===== config.mk =====
export PLATFORM = sky130hd
export DESIGN_NAME = serial_adder_ctrl
export DESIGN_NICKNAME = d
export VERILOG_FILES = /design/src/rtl/ser_add_pkg.sv /design/src/rtl/fa_ha.sv /design/src/rtl/serial_adder_ctrl.sv
export SDC_FILE = /design/constraint.sdc
export NUM_CORES = 1
export LEC_CHECK = 0
export CAP_MARGIN = 10
export CELL_PAD_IN_SITES_DETAIL_PLACEMENT = 1
export CELL_PAD_IN_SITES_GLOBAL_PLACEMENT = 2
export CORE_MARGIN = 1.5
export CORE_UTILIZATION = 31
export DETAILED_ROUTE_END_ITERATION = 8
export GPL_TIMING_DRIVEN = 0
export PLACE_DENSITY = 0.86
export SYNTH_ARGS = -nofsm -noshare
export SYNTH_HDL_FRONTEND = slang
export SYNTH_SLANG_ARGS = --single-unit

===== constraint.sdc =====
create_clock -name clk -period 2.9 [get_ports clk]
set_clock_uncertainty 0.2 [all_clocks]
set_input_delay 0.58 -clock clk [delete_from_list [all_inputs] [get_ports clk]]
set_output_delay 0.58 -clock clk [all_outputs]
set_load 0.005 [all_outputs]

===== src/rtl/ser_add_pkg.sv =====
// ============================================================================
// Module      : ser_add_pkg
// Description : Shared FSM state encoding and default operand width for the
//               bit-serial adder.
// Revision    : 1.0 - initial release
// ============================================================================
`default_nettype none

package ser_add_pkg;

  localparam int DEFAULT_WIDTH = 8;

  typedef enum logic [1:0] {
    IDLE = 2'b00,
    RUN  = 2'b01,
    DONE = 2'b10
  } state_t;

endpackage

`default_nettype wire


===== src/rtl/fa_ha.sv =====
// ============================================================================
// Module      : fa_ha
// Description : 1-bit full adder built from two half adders.
// Revision    : 1.0 - initial release
// ============================================================================
`default_nettype none

module fa_ha (
  input  logic a,
  input  logic b,
  input  logic ci,
  output logic s,
  output logic co
);

  logic w_s1;
  logic w_c1;
  logic w_c2;

  assign w_s1 = a ^ b;
  assign w_c1 = a & b;
  assign s    = w_s1 ^ ci;
  assign w_c2 = w_s1 & ci;
  assign co   = w_c1 | w_c2;

endmodule

`default_nettype wire


===== src/rtl/serial_adder_ctrl.sv =====
// ============================================================================
// Module      : serial_adder_ctrl
// Description : Bit-serial adder, LSB first, one full-adder step per cycle.
// Revision    : 1.0 - initial release
// ============================================================================
`default_nettype none

module serial_adder_ctrl
  import ser_add_pkg::*;
#(
  parameter int WIDTH = DEFAULT_WIDTH
) (
  input  logic             clk,
  input  logic             rst,
  input  logic             start,
  input  logic [WIDTH-1:0] a,
  input  logic [WIDTH-1:0] b,
  input  logic             c_in,
  output logic             busy,
  output logic             done,
  output logic [WIDTH-1:0] sum,
  output logic             c_out
);

  localparam int CNT_W = (WIDTH > 1) ? $clog2(WIDTH) : 1;
  localparam logic [CNT_W-1:0] C_LAST_BIT = CNT_W'(WIDTH - 1);

  state_t           state_q, state_d;
  logic [WIDTH-1:0] a_q, a_d;
  logic [WIDTH-1:0] b_q, b_d;
  logic [WIDTH-1:0] sum_q, sum_d;
  logic             carry_q, carry_d;
  logic [CNT_W-1:0] cnt_q, cnt_d;
  logic             busy_q, busy_d;
  logic             done_q, done_d;
  logic             fa_s;
  logic             fa_co;

  fa_ha u_fa (
    .a  (a_q[0]),
    .b  (b_q[0]),
    .ci (carry_q),
    .s  (fa_s),
    .co (fa_co)
  );

  always_comb begin
    state_d = state_q;
    a_d     = a_q;
    b_d     = b_q;
    sum_d   = sum_q;
    carry_d = carry_q;
    cnt_d   = cnt_q;
    busy_d  = 1'b0;
    done_d  = 1'b0;
    case (state_q)
      IDLE: begin
        if (start) begin
          state_d = RUN;
          a_d     = a;
          b_d     = b;
          carry_d = c_in;
          cnt_d   = '0;
          sum_d   = '0;
          busy_d  = 1'b1;
        end
      end
      RUN: begin
        a_d     = a_q >> 1;
        b_d     = b_q >> 1;
        sum_d   = {fa_s, sum_q[WIDTH-1:1]};
        carry_d = fa_co;
        // Counter parks at zero after the last bit instead of wrapping.
        if (cnt_q == C_LAST_BIT) begin
          cnt_d   = '0;
          state_d = DONE;
          done_d  = 1'b1;
        end else begin
          cnt_d  = cnt_q + CNT_W'(1);
          busy_d = 1'b1;
        end
      end
      DONE: begin
        state_d = IDLE;
      end
      default: begin
        state_d = IDLE;
      end
    endcase
  end

  always_ff @(posedge clk) begin
    if (rst) begin
      state_q <= IDLE;
      a_q     <= '0;
      b_q     <= '0;
      sum_q   <= '0;
      carry_q <= 1'b0;
      cnt_q   <= '0;
      busy_q  <= 1'b0;
      done_q  <= 1'b0;
    end else begin
      state_q <= state_d;
      a_q     <= a_d;
      b_q     <= b_d;
      sum_q   <= sum_d;
      carry_q <= carry_d;
      cnt_q   <= cnt_d;
      busy_q  <= busy_d;
      done_q  <= done_d;
    end
  end

  assign busy  = busy_q;
  assign done  = done_q;
  assign sum   = sum_q;
  assign c_out = carry_q;

endmodule

`default_nettype wire


==> summary.md, run 1 <==
| Metric | Value |
|---|---|
| Crit Path Class | `in -> reg` |
| Largest net degree at the start of global routing | `11` |
| Period utilization | `a little under three quarters` |
| Pre-Repair DR Iteration Count | `4` |
| Top post-synthesis cells by area | `dfxtp_1 (49%), nand2b_1 (7.1%), nor2_1 (6.6%)` |
| Sw Pwr | `between 0.2 and 0.3 mW` |
| Critical Path Stages | `5` |
| Post-DRT Antenna Nets | `0` |
| Xor and xnor area share after synthesis | `0%` |
| CTS tree | `done` |
| Die width | `approximately 68 um` |
| H-tree Lvls | `2` |
| Finished Cell Area | `between 0.0015 and 0.002 mm^2` |
| Slew at the pin closest to its max-slew limit | `roughly 0.51 ns` |
| Hold_buf cts | `0` |
| Seq/Total Area, Yosys | `between 40% and 50%` |
| Worst-path cell chain | `clkdlybuf4s50_1 > o21bai_1 > buf_2 > nand2_1 > a21oi_1` |
| Status | `finished clean` |
| Post-CTS setup buffers | `0` |
| Initial drt markers | `between 80 and 90` |
| Critical path's slowest cell | `clkdlybuf4s50_1` |
| Cts repair resizes | `0` |
| First-pass GRT wire length | `between 5000 and 6000 um` |
| Fmax | `around 490 MHz` |
| Core area | `0.00403 mm^2` |
| Post-synth top area share | `between 40% and 50%` |
| Delay-heaviest family, CP | `buffers and inverters` |
| Clock Path Buffers | `2` |
| Reg2Reg Setup Slack | `roughly 1.3 ns` |
| Vias in the first global route | `1,222` |
| Clk_lat worst skew | `0.29 ns` |
| Avg Synthesized Cell Area | `slightly above 9 um^2` |
| Synth Area in Adders | `3.42%` |
| ANT cells | `0` |
| Comb pwr share | `around an eighth` |
| Largest family of logic cells by synthesized area | `simple AND/OR/NAND/NOR gates` |
| Max-slew headroom | `between 60% and 70%` |
| DR DRC count | `0` |
| Pint | `~0.80 mW` |
| Starting density of the core | `between 30% and 40%` |
| Worst Path Max Fanout | `10` |
| Clk sinks | `32` |
| Final Hold Fails | `0` |
| Synth Instances | `about 140` |
| R2R cell count | `4` |
| Critical path launch point type | `primary input` |
| Die Ht | `approximately 68 um` |
| Post-Syn Area | `0.00132 mm^2` |
| DRT Wirelength | `between 3000 and 4000 um` |
| Clk network pwr share | `about two fifths` |
| Nets | `204` |
| Vias per Instance | `~5.3` |
| Grt total ovfl | `0` |
| Worst Hold Class | `reg -> reg` |
| PD cells | `between 500 and 600 mW/mm^2` |
| Setup TNS | `0 ns` |
| Setup-failing EPs final | `0` |
| Number of synthesis warnings | `0` |
| Maximum vdd drop | `0.361 mV` |
| Sequential power share | `a little under half` |
| Layout cells sized above 1 | `around a tenth` |
| Sw frac | `23.9%` |
| Layout area overhead | `35.7%` |
| RSZ-0062 raised after global routing | `false` |
| Area leader, netlist | `dfxtp_1` |
| Setup crit end kind | `flop` |
| Compound-Gate Fraction of Synth Area | `between 20% and 30%` |
| LEAKAGE | `approximately 0.65 nW` |
| GR Util All Layers | `~17%` |
| Crit path largest cell delay | `0.50 ns` |
| Ports | `31` |
| Library cells used by synthesis | `25` |
| Avg WL per Cell | `between 15 and 20 um` |
| Worst hold stages | `2` |
| Via count | `around 1,200` |
| RePlAce Congestion | `approximately 0.74` |
| Worst Path Required | `between 2 and 3 ns` |
| Die area | `~0.0046 mm^2` |
| Max Slew Vio Count | `0` |
| Root buffer cell | `clkbuf_8` |
| Max-cap violations | `0` |
| Hpwl dp | `about 2500 um` |
| Mapped Nets | `roughly 170` |
| Post-synthesis register bit count | `32` |
| Port-buffer cells | `30` |
| Hold slack | `approximately 0.28 ns` |
| Core Util, Final | `44.3%` |
| Initial antenna violation count | `0` |
| Worst Path Arrival | `between 2 and 2.5 ns` |
| Cell row count | `23` |
| Clock slew at reported path FFs | `about 0.070 ns` |
| Synth Area in Simple Gates | `about a fifth` |
| Portion of netlist area occupied by mux cells | `0.760%` |
| CTS Buf Count | `5` |
| DP Area | `0.00168 mm^2` |
| CP bufs+invs | `2` |
| Minimum clock period | `a little over 2 ns` |
sequential cells by signal (all words and copies together), names as in the netlist:
name and count:
done 1, state_q 2, sum 8, busy 1, b_q 8, c_out 1, a_q 8, cnt_q 3
worst paths after layout:
kind                                  to       start
worst max-delay path            cnt_q[0]       start
worst min-delay path              b_q[5]      b_q[5]
worst max register to register  cnt_q[0]  state_q[0]
worst min register to register    b_q[5]      b_q[5]
layout by cell type (no fill, tap or decap), drive strengths merged, types with 2 or more instances in the layout:
cell and count:
clkdlybuf4s50 30, a22oi 8, dfxtp 32, a32oi 3, a221oi 7, nor2 23
nor2b 3, a21oi 7, o32ai 6, ha 2, nand2b 15, nor3 12
buf 10, clkbuf 7, inv 5
layer usage:
| metal | share of wire, % | up-vias | track usage (%) |
|---|---|---|---|
| met2 | 49 | 34 | 26.9 |
| met5 | 0 | - | 0 |
| li1 | - | 588 | - |
| met4 | 2.6 | 0 | 8.50 |
| met1 | 44 | 596 | 22.9 |
| met3 | 4.5 | 9 | 3.78 |
per-stage QoR:
stage / std cells / worst slack, ns / power, mW
2_1_floorplan: 144 / 1.39 / 0.574
3_3_place_gp: 224 / 0.601 / 0.629
3_5_place_dp: 224 / 0.578 / 0.635
4_1_cts: 232 / 0.825 / 1.06
5_1_grt: 232 / 0.682 / 1.10
6_report: 232 / 0.845 / 1.05
layout make-up:
| class | count | area, um^2 |
|---|---|---|
| clock buffer | 6 | 72.6 |
| fill | 478 | 2240 |
| buffer | 11 | 52.6 |
| multi-input combinational | 96 | 604 |
| timing repair buffer | 30 | 300 |
| tap | 50 | 62.6 |
| clock inverter | 2 | 35.0 |
| inverter | 5 | 18.8 |
| sequential | 32 | 641 |
worst min-delay path, delay by kind of cell, from the launching register on:
kind / cells / cell delay (ns)
flip-flops: 1 / 0.31
AO/OA/AOI/OAI: 1 / 0.06
AND/OR/NAND/NOR: 1 / 0.06
kinds of logic (layout without fill, tap and decap cells):
family,after synthesis,count (layout)
and+or+nand+nor,56,56
AOI/OAI and AO/OA,36,36
DFF,32,32
buffers and inverters,16,54
adders and majority gates,3,3
muxes,1,1
power groups by stage:
stage / Sequential [mW] / Combinational (mW) / Clock [mW]
after global placement: 0.496 / 0.133 / 0
after global routing: 0.492 / 0.155 / 0.452
after CTS: 0.488 / 0.140 / 0.431
after detailed placement: 0.498 / 0.137 / 0
final: 0.488 / 0.138 / 0.422
after floorplan: 0.493 / 0.0812 / 0
Yosys cell counts:
cell and count:
nor3_1 12, a22oi_1 8, dfxtp_1 32, a221oi_1 7, a2bb2oi_1 1, ha_1 2, or3_1 1, mux2i_1 1
buf_1 1, o21bai_1 1, o21ai_1 1, fa_1 1, nor2b_1 3, a222oi_1 1, or2_2 1, inv_1 5
nand2_1 1, nor2_1 23, a211oi_1 1, nand2b_1 15, o32ai_1 6, clkbuf_1 1, a21oi_1 7, a32oi_1 3
buf_2 9
No activity file was read; power rests on OpenSTA's default activity.
==> run 2, diff against run 1 <==
--- a/config.mk
+++ b/config.mk
@@ -9,10 +9,10 @@
 export CELL_PAD_IN_SITES_DETAIL_PLACEMENT = 1
 export CELL_PAD_IN_SITES_GLOBAL_PLACEMENT = 2
 export CORE_MARGIN = 1.5
-export CORE_UTILIZATION = 31
+export CORE_UTILIZATION = 26
 export DETAILED_ROUTE_END_ITERATION = 8
 export GPL_TIMING_DRIVEN = 0
-export PLACE_DENSITY = 0.86
+export PLACE_DENSITY = 0.78
 export SYNTH_ARGS = -nofsm -noshare
 export SYNTH_HDL_FRONTEND = slang
 export SYNTH_SLANG_ARGS = --single-unit
==> constraint.sdc (replaced) <==
create_clock -name clk -period 1.75 [get_ports clk]
set_clock_uncertainty 0.2 [all_clocks]
set_input_delay 0.35 -clock clk [delete_from_list [all_inputs] [get_ports clk]]
set_output_delay 0.35 -clock clk [all_outputs]
set_load 0.005 [all_outputs]
==> summary.md, run 2 (synthesis gave the netlist of run 1 again) <==
| Metric | Value |
|---|---|
| Nets | `203 (-0.49%)` |
| RR Startpoint | `state_q[0]` |
| Vias per Instance | `4.93 (-6.8%)` |
| DR top layer | `met4` |
| WL met3 | `222 um (+40%)` |
| H-tree Lvls | `2 (unchanged)` |
| DR DRC count | `0 (unchanged)` |
| Max-slew headroom | `75.9% (+9.9 points)` |
| Reg2Reg Setup Slack | `0.13 ns (-1.16 ns)` |
| Crit Path Class | `reg -> out` |
| PD cells | `874 mW/mm^2 (+49%)` |
| Starting density of the core | `27.5% (-5.2 points)` |
| Port-buffer cells | `30 (unchanged)` |
| Minimum clock period | `approximately 1.7 ns` |
| Pint | `1.17 mW (+47%)` |
| DRT met1 WL | `1760 um (+14%)` |
| Hold_buf cts | `0 (unchanged)` |
| Commonest non-fill, non-tap cell in the layout | `clkdlybuf4s50_1` |
| Placement Setup Slack | `-0.436 ns (-1.01 ns)` |
| Initial drt markers | `41 (-53%)` |
| Clk_lat worst skew | `0.28 ns (about the same)` |
| Max-cap violations | `0 (unchanged)` |
| Post-DRT Antenna Nets | `0 (unchanged)` |
| RePlAce Congestion | `0.708 (-4.1%)` |
| Worst hold stages | `2 (unchanged)` |
| Core area | `0.00479 mm^2 (+19%)` |
| Period utilization | `between 90% and 100%` |
| Worst-path cell chain | `clkdlybuf4s50_1` |
| GR Util All Layers | `14.7% (-2.7 points)` |
| CTS Buf Count | `5 (unchanged)` |
| Sw Pwr | `0.393 mW (+57%)` |
| Hpwl dp | `2620 um (+5.4%)` |
| Comb pwr share | `14.9% (+1.8 points)` |
| Avg WL per Cell | `14.9 um (-2.3%)` |
| Critical path launch point type | `flop` |
| Cell row count | `25 (+8.7%)` |
| RSZ-0062 raised after global routing | `false` |
| Maximum vdd drop | `0.313 mV (-13%)` |
| Hold EP | `b_q[1]` |
| Die Ht | `74.2 um (+8.8%)` |
| Die area | `0.00550 mm^2 (+18%)` |
| Final WS setup | `0.0534 ns (-0.792 ns)` |
| Crit path largest cell delay | `0.52 ns (+0.02 ns)` |
| ANT cells | `0 (unchanged)` |
| Delay-heaviest family, CP | `buffers and inverters` |
| DRT Wirelength | `3670 um (+4.0%)` |
| Pre-Repair DR Iteration Count | `4 (unchanged)` |
| Layout cells sized above 1 | `12.8% (+3.4 points)` |
| Fmax | `~590 MHz` |
| Via count | `1,217 (-0.81%)` |
| DP Area | `0.00170 mm^2 (+1.3%)` |
| Slew at the pin closest to its max-slew limit | `0.361 ns (-0.148 ns)` |
| Setup crit end kind | `output pin` |
| LEAKAGE | `0.649 nW (-0.78%)` |
| Sw frac | `25.1% (+1.2 points)` |
| Ports | `31 (unchanged)` |
| Worst Hold Class | `reg -> reg` |
| Root buffer cell | `clkbuf_8` |
| Final Hold Fails | `0 (unchanged)` |
| R2R cell count | `4 (unchanged)` |
| Filler cells | `566 (+18%)` |
| Worst Path Max Fanout | `3 (-7)` |
| Worst Path Required | `1.20 ns (-1.72 ns)` |
| Commonest non-fill, non-tap cells in the layout | `clkdlybuf4s50_1 (29), dfxtp_1 (27), nor2_1 (23)` |
| Clock slew at reported path FFs | `0.06 ns (about the same)` |
| Grt total ovfl | `0 (unchanged)` |
| First-pass GRT wire length | `6150 um (+3.8%)` |
| Sequential power share | `51.8% (+5.2 points)` |
| Clk sinks | `32 (unchanged)` |
| Clk network pwr share | `33.4% (-6.9 points)` |
| Max Slew Vio Count | `0 (unchanged)` |
| Status | `finished clean` |
| Die width | `74.2 um (+8.8%)` |
| Clock Path Buffers | `2 (unchanged)` |
| FF-to-FF End | `b_q[3]` |
| Worst Path Arrival | `1.15 ns (-0.92 ns)` |
| HP Start | `b_q[1]` |
| Vias in the first global route | `1,293 (+5.8%)` |
| Initial antenna violation count | `0 (unchanged)` |
| Met2 wire length | `1610 um (-6.8%)` |
| Critical path's slowest cell | `clkdlybuf4s50_1` |
| CTS tree | `done` |
| Setup-failing EPs final | `0 (unchanged)` |
| CP bufs+invs | `1 (-1)` |
| Post-CTS setup buffers | `0 (unchanged)` |
| Finished Cell Area | `0.00179 mm^2 (+0.14%)` |
| Largest net degree at the start of global routing | `11 (unchanged)` |
| Layout area overhead | `35.9%` |
==> run 2: cell type report <==
type	instances	area (um^2)	area share [%]
Clock buffer	6	72.6	4.06
Buffer	10	51.3	2.87
Sequential cell	32	647	36.2
Clock inverter	1	5.00	0.280
Tap cell	67	83.8	4.69
Inverter	5	18.8	1.05
Timing Repair Buffer	30	299	16.7
Multi-Input combinational cell	96	612	34.2
==> run 2: routing by layer <==
| layer | vias up | global-route usage (%) |
|---|---|---|
| li1 | 591 | - |
| met1 | 579 | 19.0 |
| met2 | 38 | 23.1 |
| met3 | 9 | 4.61 |
| met4 | 0 | 5.14 |
| met5 | - | 0 |
==> run 2: power groups by stage <==
stage	Sequential, mW	Combinational (mW)	Clock (mW)
floorplan	0.817	0.134	0
global placement	0.822	0.227	0
detailed placement	0.825	0.235	0
CTS	0.810	0.237	0.544
global route	0.816	0.262	0.587
finish	0.810	0.233	0.522
==> run 2: how the worst max path moves through the flow <==
stage	startpoint	to	slack (ns)	cells past startpoint
after floorplan	c_out	sum[7]	0.32	4
after global placement	start	cnt_q[0]	-0.32	5
after detailed placement	start	cnt_q[0]	-0.44	5
after CTS	rst	sum[0]	0.02	4
after global routing	sum[5]	sum[5]	0.007	1
final	sum[5]	sum[5]	0.05	1
==> run 2: per-stage QoR <==
step                total power [mW]  util, %  TNS [ns]  cells  hold WS (ns)
global placement                1.05     35.5     -6.74    241         0.255
CTS                             1.59     37.2         0    248         0.281
detailed placement              1.06     35.5     -8.55    241         0.272
floorplan                      0.951        -         0    144         0.245
global route                    1.66     37.4         0    247         0.292
finish                          1.56     37.4         0    247         0.276
==> run 2: tightest hold or removal path, delay by kind of cell, from the launching register on <==
| family | cells | cell delay [ns] |
|---|---|---|
| flops | 1 | 0.31 |
| simple gates | 1 | 0.06 |
| compound gates | 1 | 0.06 |
==> run 2: what timing repair did <==
| item | CTS | global route |
|---|---|---|
| gates resized for setup | 2 | 8 |
| pin swaps | 0 | 0 |
| endpoints found under the setup margin | 11 | 19 |
==> run 3, diff against run 2 <==
--- a/config.mk
+++ b/config.mk
@@ -9,10 +9,10 @@
 export CELL_PAD_IN_SITES_DETAIL_PLACEMENT = 1
 export CELL_PAD_IN_SITES_GLOBAL_PLACEMENT = 2
 export CORE_MARGIN = 1.5
-export CORE_UTILIZATION = 26
+export CORE_UTILIZATION = 29
 export DETAILED_ROUTE_END_ITERATION = 8
 export GPL_TIMING_DRIVEN = 0
-export PLACE_DENSITY = 0.78
+export PLACE_DENSITY = 0.82
 export SYNTH_ARGS = -nofsm -noshare
 export SYNTH_HDL_FRONTEND = slang
 export SYNTH_SLANG_ARGS = --single-unit
==> constraint.sdc (replaced) <==
create_clock -name clk -period 1.9 [get_ports clk]
set_clock_uncertainty 0.2 [all_clocks]
set_input_delay 0.38 -clock clk [delete_from_list [all_inputs] [get_ports clk]]
set_output_delay 0.38 -clock clk [all_outputs]
set_load 0.005 [all_outputs]
==> summary.md, run 3 (synthesis gave the netlist of run 1 again) <==
| Metric | Value |
|---|---|
| Status | `finished clean` |
| Starting density of the core | `30.2% (+2.7 points)` |
| Maximum vdd drop | `0.367 mV (+17%)` |
| Grt total ovfl | `0 (unchanged)` |
| Nets | `204 (+0.49%)` |
| Crit path largest cell delay | `0.62 ns (+0.10 ns)` |
| Period utilization | `95.3%` |
| Slew at the pin closest to its max-slew limit | `0.433 ns (+0.0719 ns)` |
| Comb pwr share | `14.9% (about the same)` |
| Clock slew at reported path FFs | `0.06 ns (about the same)` |
| Worst Path Arrival | `1.77 ns (+0.62 ns)` |
| Setup crit end kind | `flop` |
| Clk network pwr share | `33.2% (-0.2 points)` |
| Minimum clock period | `approximately 1.8 ns` |
| Worst Path Required | `1.85 ns (+0.65 ns)` |
| Worst Path Max Fanout | `10 (+7)` |
| Post-DRT Antenna Nets | `0 (unchanged)` |
| Vias in the first global route | `1,237 (-4.3%)` |
| Cell row count | `24 (-4.0%)` |
| Hold slack | `0.280 ns (+0.00427 ns)` |
| Commonest non-fill, non-tap cell in the layout | `dfxtp_1` |
| Max Slew Vio Count | `0 (unchanged)` |
| Critical path's slowest cell | `clkdlybuf4s50_1` |
| Fmax | `552 MHz` |
| ANT cells | `0 (unchanged)` |
| Worst Hold Class | `reg -> reg` |
| DR DRC count | `0 (unchanged)` |
| Die Ht | `70.4 um (-5.1%)` |
| RePlAce Congestion | `0.719 (+1.5%)` |
| Via count | `1,197 (-1.6%)` |
| First-pass GRT wire length | `6000 um (-2.6%)` |
| Pre-Repair DR Iteration Count | `5 (+1)` |
| Commonest non-fill, non-tap cells in the layout | `dfxtp_1 (32), clkdlybuf4s50_1 (30), nor2_1 (23)` |
| Largest net degree at the start of global routing | `11 (unchanged)` |
| Core area | `0.00435 mm^2 (-9.0%)` |
| Clock Path Buffers | `2 (unchanged)` |
| Finished Cell Area | `0.00176 mm^2 (-1.5%)` |
| CTS tree | `done` |
| Critical path launch point type | `primary input` |
| Initial drt markers | `79 (+93%)` |
| GR Util All Layers | `15.7% (+0.95 points)` |
| Ports | `31 (unchanged)` |
| Setup-failing EPs final | `0 (unchanged)` |
| Port-buffer cells | `30 (unchanged)` |
| Crit Path Class | `in -> reg` |
| Delay-heaviest family, CP | `buffers and inverters` |
| Die width | `70.4 um (-5.1%)` |
| Root buffer cell | `clkbuf_8` |
| Worst-path cell chain | `clkdlybuf4s50_1 > inv_1 > buf_2 > o32ai_1 > a21oi_1` |
| Layout cells sized above 1 | `9.39% (-3.4 points)` |
| Avg WL per Cell | `15.0 um (+0.95%)` |
| CP bufs+invs | `3 (+2)` |
| Pint | `1.08 mW (-7.9%)` |
| Max-slew headroom | `71.1% (-4.8 points)` |
| Die area | `0.00495 mm^2 (-9.9%)` |
| RSZ-0062 raised after global routing | `false` |
| PD cells | `816 mW/mm^2 (-6.7%)` |
| Vias per Instance | `5.14 (+4.3%)` |
| Max-cap violations | `0 (unchanged)` |
| LEAKAGE | `0.644 nW (-0.74%)` |
| Initial antenna violation count | `0 (unchanged)` |
| Sw Pwr | `0.360 mW (-8.6%)` |
| Hpwl dp | `2570 um (-2.1%)` |
| Hold_buf cts | `0 (unchanged)` |
| DRT Wirelength | `3490 um (-4.8%)` |
| DP Area | `0.00168 mm^2 (-1.1%)` |
| Sequential power share | `51.8% (about the same)` |
| Layout area overhead | `33.9%` |
| Clk_lat worst skew | `0.28 ns (about the same)` |
| CTS Buf Count | `5 (unchanged)` |
| Sw frac | `25.0% (-0.13 points)` |
| Final Hold Fails | `0 (unchanged)` |
| Clk sinks | `32 (unchanged)` |
| H-tree Lvls | `2 (unchanged)` |
==> run 3: changes by cell type in the layout (fill, tap and decap cells not counted) <==
cell	previous run	this run
dlygate4sd2_1	1	0
o21ai_1	0	1
buf_2	8	9
clkdlybuf4s50_1	29	30
buf_1	0	1
dfxtp_1	27	32
o21ai_2	1	0
buf_4	1	0
dfxtp_2	5	0
==> run 3: area by class of cell <==
type | instances | area [um^2]
Buffer | 11 | 52.6
Clock inverter | 1 | 5.00
Multi-Input combinational cell | 96 | 608
Clock buffer | 6 | 72.6
Timing Repair Buffer | 30 | 300
Tap cell | 52 | 65.1
Inverter | 5 | 18.8
Sequential cell | 32 | 641
Fill cell | 512 | 2590
==> run 3: power groups by stage <==
stage	Sequential, mW	Combinational [mW]	Clock [mW]
6_report	0.746	0.215	0.478
5_1_grt	0.751	0.241	0.541
4_1_cts	0.746	0.218	0.503
3_5_place_dp	0.760	0.215	0
3_3_place_gp	0.757	0.208	0
2_1_floorplan	0.752	0.124	0
==> run 3: worst paths after layout <==
kind | startpoint | to | slack, ns | depth (start not counted)
worst min register to register | b_q[3] | b_q[3] | 0.28 | 2
worst min-delay path | b_q[3] | b_q[3] | 0.28 | 2
worst max register to register | state_q[0] | b_q[4] | 0.33 | 4
worst max-delay path | start | b_q[4] | 0.09 | 5
==> run 3: what timing repair did <==
item / 4_1_cts / 5_1_grt
buffers inserted: 0 / 0
setup endpoints to repair: 1 / 0
gates resized for setup: 1 / 0
==> run 3: layer usage <==
| layer | GRT usage (%) | up-vias | part of all wire, % |
|---|---|---|---|
| li1 | - | 589 | - |
| met1 | 19.2 | 576 | 45 |
| met4 | 6.84 | 0 | 2.2 |
| met5 | 0 | - | 0 |
| met2 | 24.3 | 26 | 48 |
| met3 | 5.92 | 6 | 4.4 |
==> run 3: metrics by stage <==
stage	util, %	power [mW]	worst slack, ns	setup TNS [ns]	cells
final	40.5	1.44	0.0896	0	233
after global placement	38.6	0.964	-0.231	-3.92	226
after detailed placement	38.6	0.975	-0.286	-4.75	226
after floorplan	-	0.876	0.471	0	144
after global routing	40.5	1.53	0.00595	0	233
after CTS	40.5	1.47	0.0850	0	233
==> run 3: worst reg2reg max path, cell delays in order, from the launching register on <==
cell	delay [ns]
dfxtp_1	0.37
or2_2	0.34
buf_2	0.20
o32ai_1	0.26
a21oi_1	0.08
